===== src/rtl/param_icache_if.sv =====
// Fetch-side and memory-side signal bundle for param_icache.
// master: datapath/memory environment; slave: the cache itself.
`timescale 1ns/1ps
interface param_icache_if;
  logic        imemREN;
  logic [31:0] imemaddr;
  logic        ihit;
  logic [31:0] imemload;
  logic        inval;
  logic        iREN;
  logic [31:0] iaddr;
  logic        iwait;
  logic [31:0] iload;
  logic [31:0] hit_count;
  logic [31:0] miss_count;

  modport master (
    output imemREN, imemaddr, inval,
    output iwait, iload,
    input  ihit, imemload,
    input  iREN, iaddr,
    input  hit_count, miss_count
  );

  modport slave (
    input  imemREN, imemaddr, inval,
    input  iwait, iload,
    output ihit, imemload,
    output iREN, iaddr,
    output hit_count, miss_count
  );
endinterface


===== src/rtl/param_icache.sv =====
// Parametrised 1/2-way instruction cache with multi-word fills,
// LRU replacement, single-cycle invalidate and hit/miss counters.
// Ports: CLK, RST (sync, active-high), bus (param_icache_if.slave):
//   fetch side imemREN/imemaddr/ihit/imemload/inval,
//   memory side iREN/iaddr/iwait/iload, counters hit_count/miss_count.
`timescale 1ns/1ps
module param_icache #(
  parameter int SETS        = 8,
  parameter int WAYS        = 2,
  parameter int BLOCK_WORDS = 2
) (
  input logic           CLK,
  input logic           RST,
  param_icache_if.slave bus
);
  localparam int WO = $clog2(BLOCK_WORDS);
  localparam int IX = $clog2(SETS);
  localparam int TW = 30 - WO - IX;
  localparam int OW = (WO > 0) ? WO : 1;

  typedef enum logic {IDLE, FILL} state_t;

  state_t          r_state;
  logic [SETS-1:0] r_valid [WAYS];
  logic [TW-1:0]   r_tag   [WAYS][SETS];
  logic [31:0]     r_data  [WAYS][SETS][BLOCK_WORDS];
  logic [SETS-1:0] r_lru;
  logic [IX-1:0]   r_fidx;
  logic [TW-1:0]   r_ftag;
  logic            r_vway;
  logic [OW-1:0]   r_cnt;
  logic            r_iren;
  logic [31:0]     r_iaddr;
  logic [31:0]     r_hits;
  logic [31:0]     r_misses;

  logic [OW-1:0]   w_off;
  logic [IX-1:0]   w_idx;
  logic [TW-1:0]   w_tag;
  logic [1:0]      w_way_hit;
  logic            w_hway;
  logic            w_hit;
  logic            w_miss;
  logic            w_vic;
  logic            w_acc;
  logic            w_last;

  always_comb begin
    w_off = OW'((bus.imemaddr >> 2) & 32'(BLOCK_WORDS - 1));
    w_idx = IX'(bus.imemaddr >> (2 + WO));
    w_tag = TW'(bus.imemaddr >> (2 + WO + IX));
  end

  for (genvar g = 0; g < WAYS; g++) begin : g_way
    assign w_way_hit[g] = r_valid[g][w_idx] &&
                          (r_tag[g][w_idx] == w_tag);
  end
  if (WAYS == 1) begin : g_one_way
    assign w_way_hit[1] = 1'b0;
  end

  // Way 1 can only be selected when it exists.
  assign w_hway = (WAYS == 2) & ~w_way_hit[0];

  // inval masks the hit in the same cycle it clears the lines.
  assign w_hit  = bus.imemREN & (r_state == IDLE) &
                  ~bus.inval & (|w_way_hit);
  assign w_miss = bus.imemREN & (r_state == IDLE) &
                  ~bus.inval & ~(|w_way_hit);
  assign w_acc  = (r_state == FILL) & ~bus.iwait;
  assign w_last = (r_cnt == OW'(BLOCK_WORDS - 1));

  // First invalid way wins (way 0 first), else the LRU way.
  always_comb begin
    w_vic = 1'b0;
    if (WAYS == 2 && r_valid[0][w_idx])
      w_vic = ~r_valid[WAYS-1][w_idx] | r_lru[w_idx];
  end

  always_ff @(posedge CLK) begin
    if (RST) begin
      r_state  <= IDLE;
      for (int w = 0; w < WAYS; w++) r_valid[w] <= '0;
      r_lru    <= '0;
      r_fidx   <= '0;
      r_ftag   <= '0;
      r_vway   <= 1'b0;
      r_cnt    <= '0;
      r_iren   <= 1'b0;
      r_iaddr  <= '0;
      r_hits   <= '0;
      r_misses <= '0;
    end else begin
      if (w_hit && r_hits != '1)
        r_hits <= r_hits + 32'd1;
      if (w_hit && WAYS == 2)
        r_lru[w_idx] <= ~w_hway;
      unique case (r_state)
        IDLE: begin
          if (bus.inval) begin
            for (int w = 0; w < WAYS; w++) r_valid[w] <= '0;
          end else if (w_miss) begin
            r_state <= FILL;
            r_fidx  <= w_idx;
            r_ftag  <= w_tag;
            r_vway  <= w_vic;
            r_cnt   <= '0;
            r_iren  <= 1'b1;
            r_iaddr <= bus.imemaddr &
                       ~32'(BLOCK_WORDS * 4 - 1);
            if (r_misses != '1)
              r_misses <= r_misses + 32'd1;
          end
        end
        FILL: begin
          if (bus.inval) begin
            for (int w = 0; w < WAYS; w++) r_valid[w] <= '0;
            r_state <= IDLE;
            r_iren  <= 1'b0;
            r_iaddr <= '0;
          end else if (w_acc) begin
            r_cnt   <= r_cnt + OW'(1);
            r_iaddr <= r_iaddr + 32'd4;
            if (w_last) begin
              r_valid[r_vway][r_fidx] <= 1'b1;
              if (WAYS == 2) r_lru[r_fidx] <= ~r_vway;
              r_state <= IDLE;
              r_iren  <= 1'b0;
              r_iaddr <= '0;
            end
          end
        end
        default: r_state <= IDLE;
      endcase
    end
  end

  // Data/tag writes need no reset; an aborted fill is never validated.
  always_ff @(posedge CLK) begin
    if (w_acc)
      r_data[r_vway][r_fidx][r_cnt] <= bus.iload;
    if (w_acc && w_last)
      r_tag[r_vway][r_fidx] <= r_ftag;
  end

  assign bus.ihit       = w_hit;
  assign bus.imemload   = w_hit ? r_data[w_hway][w_idx][w_off] : 32'd0;
  assign bus.iREN       = r_iren;
  assign bus.iaddr      = r_iaddr;
  assign bus.hit_count  = r_hits;
  assign bus.miss_count = r_misses;
endmodule

===== src/flat_wrapper.sv =====
// flat-port wrapper written by rule: the top's interface ports become plain ports
module param_icache_flat 
#(
  parameter int SETS        = 8,
  parameter int WAYS        = 2,
  parameter int BLOCK_WORDS = 2
)
  (CLK, RST, bus_imemREN, bus_imemaddr, bus_inval, bus_iwait, bus_iload, bus_ihit, bus_imemload, bus_iREN, bus_iaddr, bus_hit_count, bus_miss_count);
  param_icache_if bus_i ();
  input logic CLK;
  input logic RST;
  input wire logic [$bits(bus_i.imemREN)-1:0] bus_imemREN;
  input wire logic [$bits(bus_i.imemaddr)-1:0] bus_imemaddr;
  input wire logic [$bits(bus_i.inval)-1:0] bus_inval;
  input wire logic [$bits(bus_i.iwait)-1:0] bus_iwait;
  input wire logic [$bits(bus_i.iload)-1:0] bus_iload;
  output wire logic [$bits(bus_i.ihit)-1:0] bus_ihit;
  output wire logic [$bits(bus_i.imemload)-1:0] bus_imemload;
  output wire logic [$bits(bus_i.iREN)-1:0] bus_iREN;
  output wire logic [$bits(bus_i.iaddr)-1:0] bus_iaddr;
  output wire logic [$bits(bus_i.hit_count)-1:0] bus_hit_count;
  output wire logic [$bits(bus_i.miss_count)-1:0] bus_miss_count;
  assign bus_i.imemREN = bus_imemREN;
  assign bus_i.imemaddr = bus_imemaddr;
  assign bus_i.inval = bus_inval;
  assign bus_i.iwait = bus_iwait;
  assign bus_i.iload = bus_iload;
  assign bus_ihit = bus_i.ihit;
  assign bus_imemload = bus_i.imemload;
  assign bus_iREN = bus_i.iREN;
  assign bus_iaddr = bus_i.iaddr;
  assign bus_hit_count = bus_i.hit_count;
  assign bus_miss_count = bus_i.miss_count;
  param_icache #(.SETS(SETS), .WAYS(WAYS), .BLOCK_WORDS(BLOCK_WORDS)) u_core (.CLK(CLK), .RST(RST), .bus(bus_i));
endmodule

===== config.mk =====
export PLATFORM = sky130hd
export DESIGN_NAME = param_icache_flat
export DESIGN_NICKNAME = d
export VERILOG_FILES = /design/src/rtl/param_icache_if.sv /design/src/rtl/param_icache.sv /design/src/flat_wrapper.sv
export SDC_FILE = /design/constraint.sdc
export NUM_CORES = 2
export LEC_CHECK = 0
export CORE_AREA = 4 4 401 403
export CTS_CLUSTER_DIAMETER = 120
export DETAILED_ROUTE_END_ITERATION = 12
export DIE_AREA = 0 0 405 407
export GPL_TIMING_DRIVEN = 0
export SETUP_SLACK_MARGIN = 0.15
export SLEW_MARGIN = 20
export SYNTH_ARGS = -nofsm -noshare
export SYNTH_HDL_FRONTEND = slang
export SYNTH_SLANG_ARGS = --single-unit

===== constraint.sdc =====
create_clock -name CLK -period 15.7 [get_ports CLK]
set_clock_uncertainty 0.1 [all_clocks]
set_input_delay 3.14 -clock CLK [delete_from_list [all_inputs] [get_ports CLK]]
set_output_delay 3.14 -clock CLK [all_outputs]
set_load 0.05 [all_outputs]

==> results.yml <==
run_status:
  run_status: "finished, final reports clean"
placement:
  hpwlAfterDp_um: 140000
  gp_congestion: 0.870
  pre_cts_ws_ns: 1.59
  port_buffers: 192
route:
  wl_per_cell_um: 32.1
  violation_count_after_the_first_detailed_route_iteration: 5591
  detail_route.drc_violations: 0
  routed_via_density: 6.01
  wirelength_um: 205000
  detailroute.via_count: 38200
  route.antenna.remaining_nets: 0
  drt_pass1_iterations: 6
clock_network:
  numCtsBuffers: 165
  clk_path_buf_depth: 3
  cts_setup_buffers: 0
  root_buffer: "sky130_fd_sc_hd__clkbuf_16"
  cts.htree.levels: 4
  numClockSinks: 1591
  worstSkewPairLatency_ns: 0.81
  cts_repair_resize_count: 0
  worst_path_clk_slew_ns: 0.06
  tritoncts: "yes"
  post_cts_hold_buffer_count: 0
sta:
  setup_ws_ns: 1.30
  worst-slew-pin-transition_ns: 1.28
  drv_slew: 0
  layout_worst_path_cycle_share: 0.917
  maxClockFrequency_ghz: 0.0695
  setup_viol: 0
  hold_violations: 0
  min_period_ns: 14.40
  grt_setup_unrepaired: "no"
  relSlewSlack: 0.149
  fin_setup_tns_ns: 0
yosys:
  synth-warning-count: 0
  share_of_the_yosys_chip_area_belonging_to_registers: 0.740
  syn-mean-instance-area_um2: 17.2
  synthesis.instances: 3647
  synth.most_common_cell: "sky130_fd_sc_hd__edfxtp_1"
  ys.flop_type: "sky130_fd_sc_hd__edfxtp_1"
  asr_flop_ratio_synth: 0
  synth.largest_area_cell: "sky130_fd_sc_hd__edfxtp_1"
  synth_edf_count: 1440
  netlist-cell-type-count: 70
  synth_top_area_share: 0.691
  yosys_register_bits: 1591
  post_synth_main_area_contributors: "sky130_fd_sc_hd__edfxtp_1, sky130_fd_sc_hd__mux4_2, sky130_fd_sc_hd__mux2i_1"
  netlist_top_cells_count: "sky130_fd_sc_hd__edfxtp_1, sky130_fd_sc_hd__mux2i_1, sky130_fd_sc_hd__nor2_1, sky130_fd_sc_hd__mux4_2, sky130_fd_sc_hd__nand2_1"
  synth.cell_area_um2: 62500
critical_path:
  critPathKind: "in -> out"
  timing.critical_path.to_type: "output port"
  worst_ep_required_time_ns: 12.46
  worstPathMaxFanout: 10
  setup.worst_path.start_class: "input port"
  critical_path_arrival_ns: 11.16
die:
  floorplan.die.width_um: 405
  design.die.area_um2: 165000
  initial_standard_cell_utilization_of_the_core: 0.397
  rows: 146
  core_um2: 157000
  io-pin-count: 199
  die_h_um: 407
final_layout:
  fillCellCount: 13400
  synthToLayoutAreaGrowth_pct: 19.8
  post_route_cells_drive_above_1_share: 0.187
  layout.nets: 4229
flow_run:
  max_cap_violations: 0
global_routing:
  globalRouteTotalUtil: 0.244
  grt_pass1_vias: 36500
  antenna_found_initial: 11
  grt_max_degree: 33
  grt-ovfl-total: 0
  grt_first_pass_wirelength_um: 283000
power:
  ir_drop_mv: 0.108
  total_power_mw: 8.85
  total_leakage_power_nw: 25.6
  p_per_area_nw_per_um2: 118
worst_hold_path:
  hold_path_class: "reg -> reg"
==> final cells by class <==
class	instances	area, um^2	share of cell area
multi-input cells	1820	15600	0.208
diodes	6	15.0	0.000200
plain buffers	210	981	0.0131
clock buffers	219	4370	0.0583
repair buffers	342	4130	0.0551
flip-flops and latches	1591	46300	0.617
inverters	27	101	0.00135
clock inverters	81	888	0.0119
well taps	2072	2590	0.0346
==> routing by layer <==
layer  global-route usage  vias up  share of wire
li1                     -    15700              -
met5                    0        -        0.00011
met1                0.339    19900           0.40
met2                0.388     2329           0.46
met3               0.0489      392           0.10
met4               0.0823        4          0.036
==> worst paths after layout <==
check | start | to | slack [ns] | cells after the start
setup / recovery | bus_imemaddr[4] | bus_imemload[6] | 1.30 | 15
hold / removal | u_core.r_valid[1][1]$_DFF_P_ | u_core.r_valid[1][1]$_DFF_P_ | 0.36 | 1
setup reg to reg | u_core.r_tag[0][105]$_DFFE_PP_ | u_core.r_lru[4]$_SDFF_PP0_ | 10.83 | 9
hold reg to reg | u_core.r_valid[1][1]$_DFF_P_ | u_core.r_valid[1][1]$_DFF_P_ | 0.36 | 1
==> cell families after synthesis <==
kind of cell,count (synthesis),synth area share
AO/OA/AOI/OAI,565,0.0595
XOR/XNOR,91,0.0127
adder cells (fa/ha/maj),3,0.000600
buffers and inverters,237,0.0168
flip-flops,1591,0.740
multiplexers,558,0.124
other,1,0.0000600
AND/OR/NAND/NOR,601,0.0466
==> power by group <==
group	total, mW	leakage, nW	switching [mW]	internal [mW]
logic	0.393	8.50	0.273	0.120
registers	4.65	14.6	0.0281	4.62
clock network	3.80	2.54	1.69	2.12
==> metrics by stage <==
stage               cell area [um^2]  hold WS [ns]  instances   util
finish                         74900         0.365       6368  0.476
global placement               67100         0.345       5912  0.426
floorplan                      62600         0.335       3648      -
global route                   74900         0.372       6363  0.476
detailed placement             69700         0.353       6062  0.443
CTS                            75000         0.366       6362  0.476
==> flip-flops by register name, indices dropped and copies added (netlist names), 3 cells and up <==
register,flops
u_core.r_data,1024
u_core.r_tag,416
u_core.bus.hit_count,32
u_core.bus.miss_count,32
u_core.bus.iaddr,30
u_core.r_ftag,26
u_core.r_valid,16
u_core.r_lru,8
u_core.r_fidx,3
==> worst max-delay path, stage by stage <==
cell and delay, ns:
sky130_fd_sc_hd__clkdlybuf4s50_1 0.64, sky130_fd_sc_hd__buf_4 0.26, sky130_fd_sc_hd__buf_2 0.39, sky130_fd_sc_hd__buf_2 0.47, sky130_fd_sc_hd__mux2i_1 0.27, sky130_fd_sc_hd__xor2_1 0.21, sky130_fd_sc_hd__nand4_1 0.16, sky130_fd_sc_hd__nor4_1 0.83
sky130_fd_sc_hd__nand4_1 0.58, sky130_fd_sc_hd__o21a_1 0.52, sky130_fd_sc_hd__nor2_1 0.94, sky130_fd_sc_hd__clkbuf_1 1.00, sky130_fd_sc_hd__o211ai_1 0.26, sky130_fd_sc_hd__o21ai_1 0.50, sky130_fd_sc_hd__clkdlybuf4s50_1 0.96
==> cell usage in the layout, fill, tap and decap left out, types with 11 or more instances in the layout <==
| cell type | count |
|---|---|
| sky130_fd_sc_hd__mux2i_1 | 312 |
| sky130_fd_sc_hd__nand3_1 | 42 |
| sky130_fd_sc_hd__o21ai_0 | 94 |
| sky130_fd_sc_hd__edfxtp_1 | 1440 |
| sky130_fd_sc_hd__nand2_1 | 160 |
| sky130_fd_sc_hd__or3_1 | 24 |
| sky130_fd_sc_hd__o22ai_1 | 91 |
| sky130_fd_sc_hd__nor3_2 | 13 |
| sky130_fd_sc_hd__o31ai_1 | 19 |
| sky130_fd_sc_hd__mux4_2 | 166 |
| sky130_fd_sc_hd__o211ai_1 | 11 |
| sky130_fd_sc_hd__nor2_4 | 34 |
| sky130_fd_sc_hd__clkinv_2 | 27 |
| sky130_fd_sc_hd__a22oi_1 | 90 |
| sky130_fd_sc_hd__buf_16 | 42 |
| sky130_fd_sc_hd__clkbuf_2 | 17 |
| sky130_fd_sc_hd__xnor2_1 | 37 |
| sky130_fd_sc_hd__xor2_1 | 54 |
| sky130_fd_sc_hd__buf_6 | 23 |
| sky130_fd_sc_hd__dfxtp_1 | 151 |
| sky130_fd_sc_hd__o21a_1 | 19 |
| sky130_fd_sc_hd__nand4_1 | 58 |
| sky130_fd_sc_hd__a21oi_1 | 128 |
| sky130_fd_sc_hd__clkinv_1 | 30 |
| sky130_fd_sc_hd__nor3_1 | 32 |
| sky130_fd_sc_hd__inv_1 | 23 |
| sky130_fd_sc_hd__clkbuf_1 | 145 |
| sky130_fd_sc_hd__and3_1 | 26 |
| sky130_fd_sc_hd__buf_2 | 97 |
| sky130_fd_sc_hd__clkbuf_16 | 165 |
| sky130_fd_sc_hd__nor2_1 | 132 |
| sky130_fd_sc_hd__mux2_2 | 80 |
| sky130_fd_sc_hd__a22o_1 | 11 |
| sky130_fd_sc_hd__clkinv_16 | 11 |
| sky130_fd_sc_hd__buf_12 | 20 |
| sky130_fd_sc_hd__buf_4 | 66 |
| sky130_fd_sc_hd__a221oi_1 | 43 |
| sky130_fd_sc_hd__clkdlybuf4s50_1 | 180 |
Power figures use the tool's default switching activity.
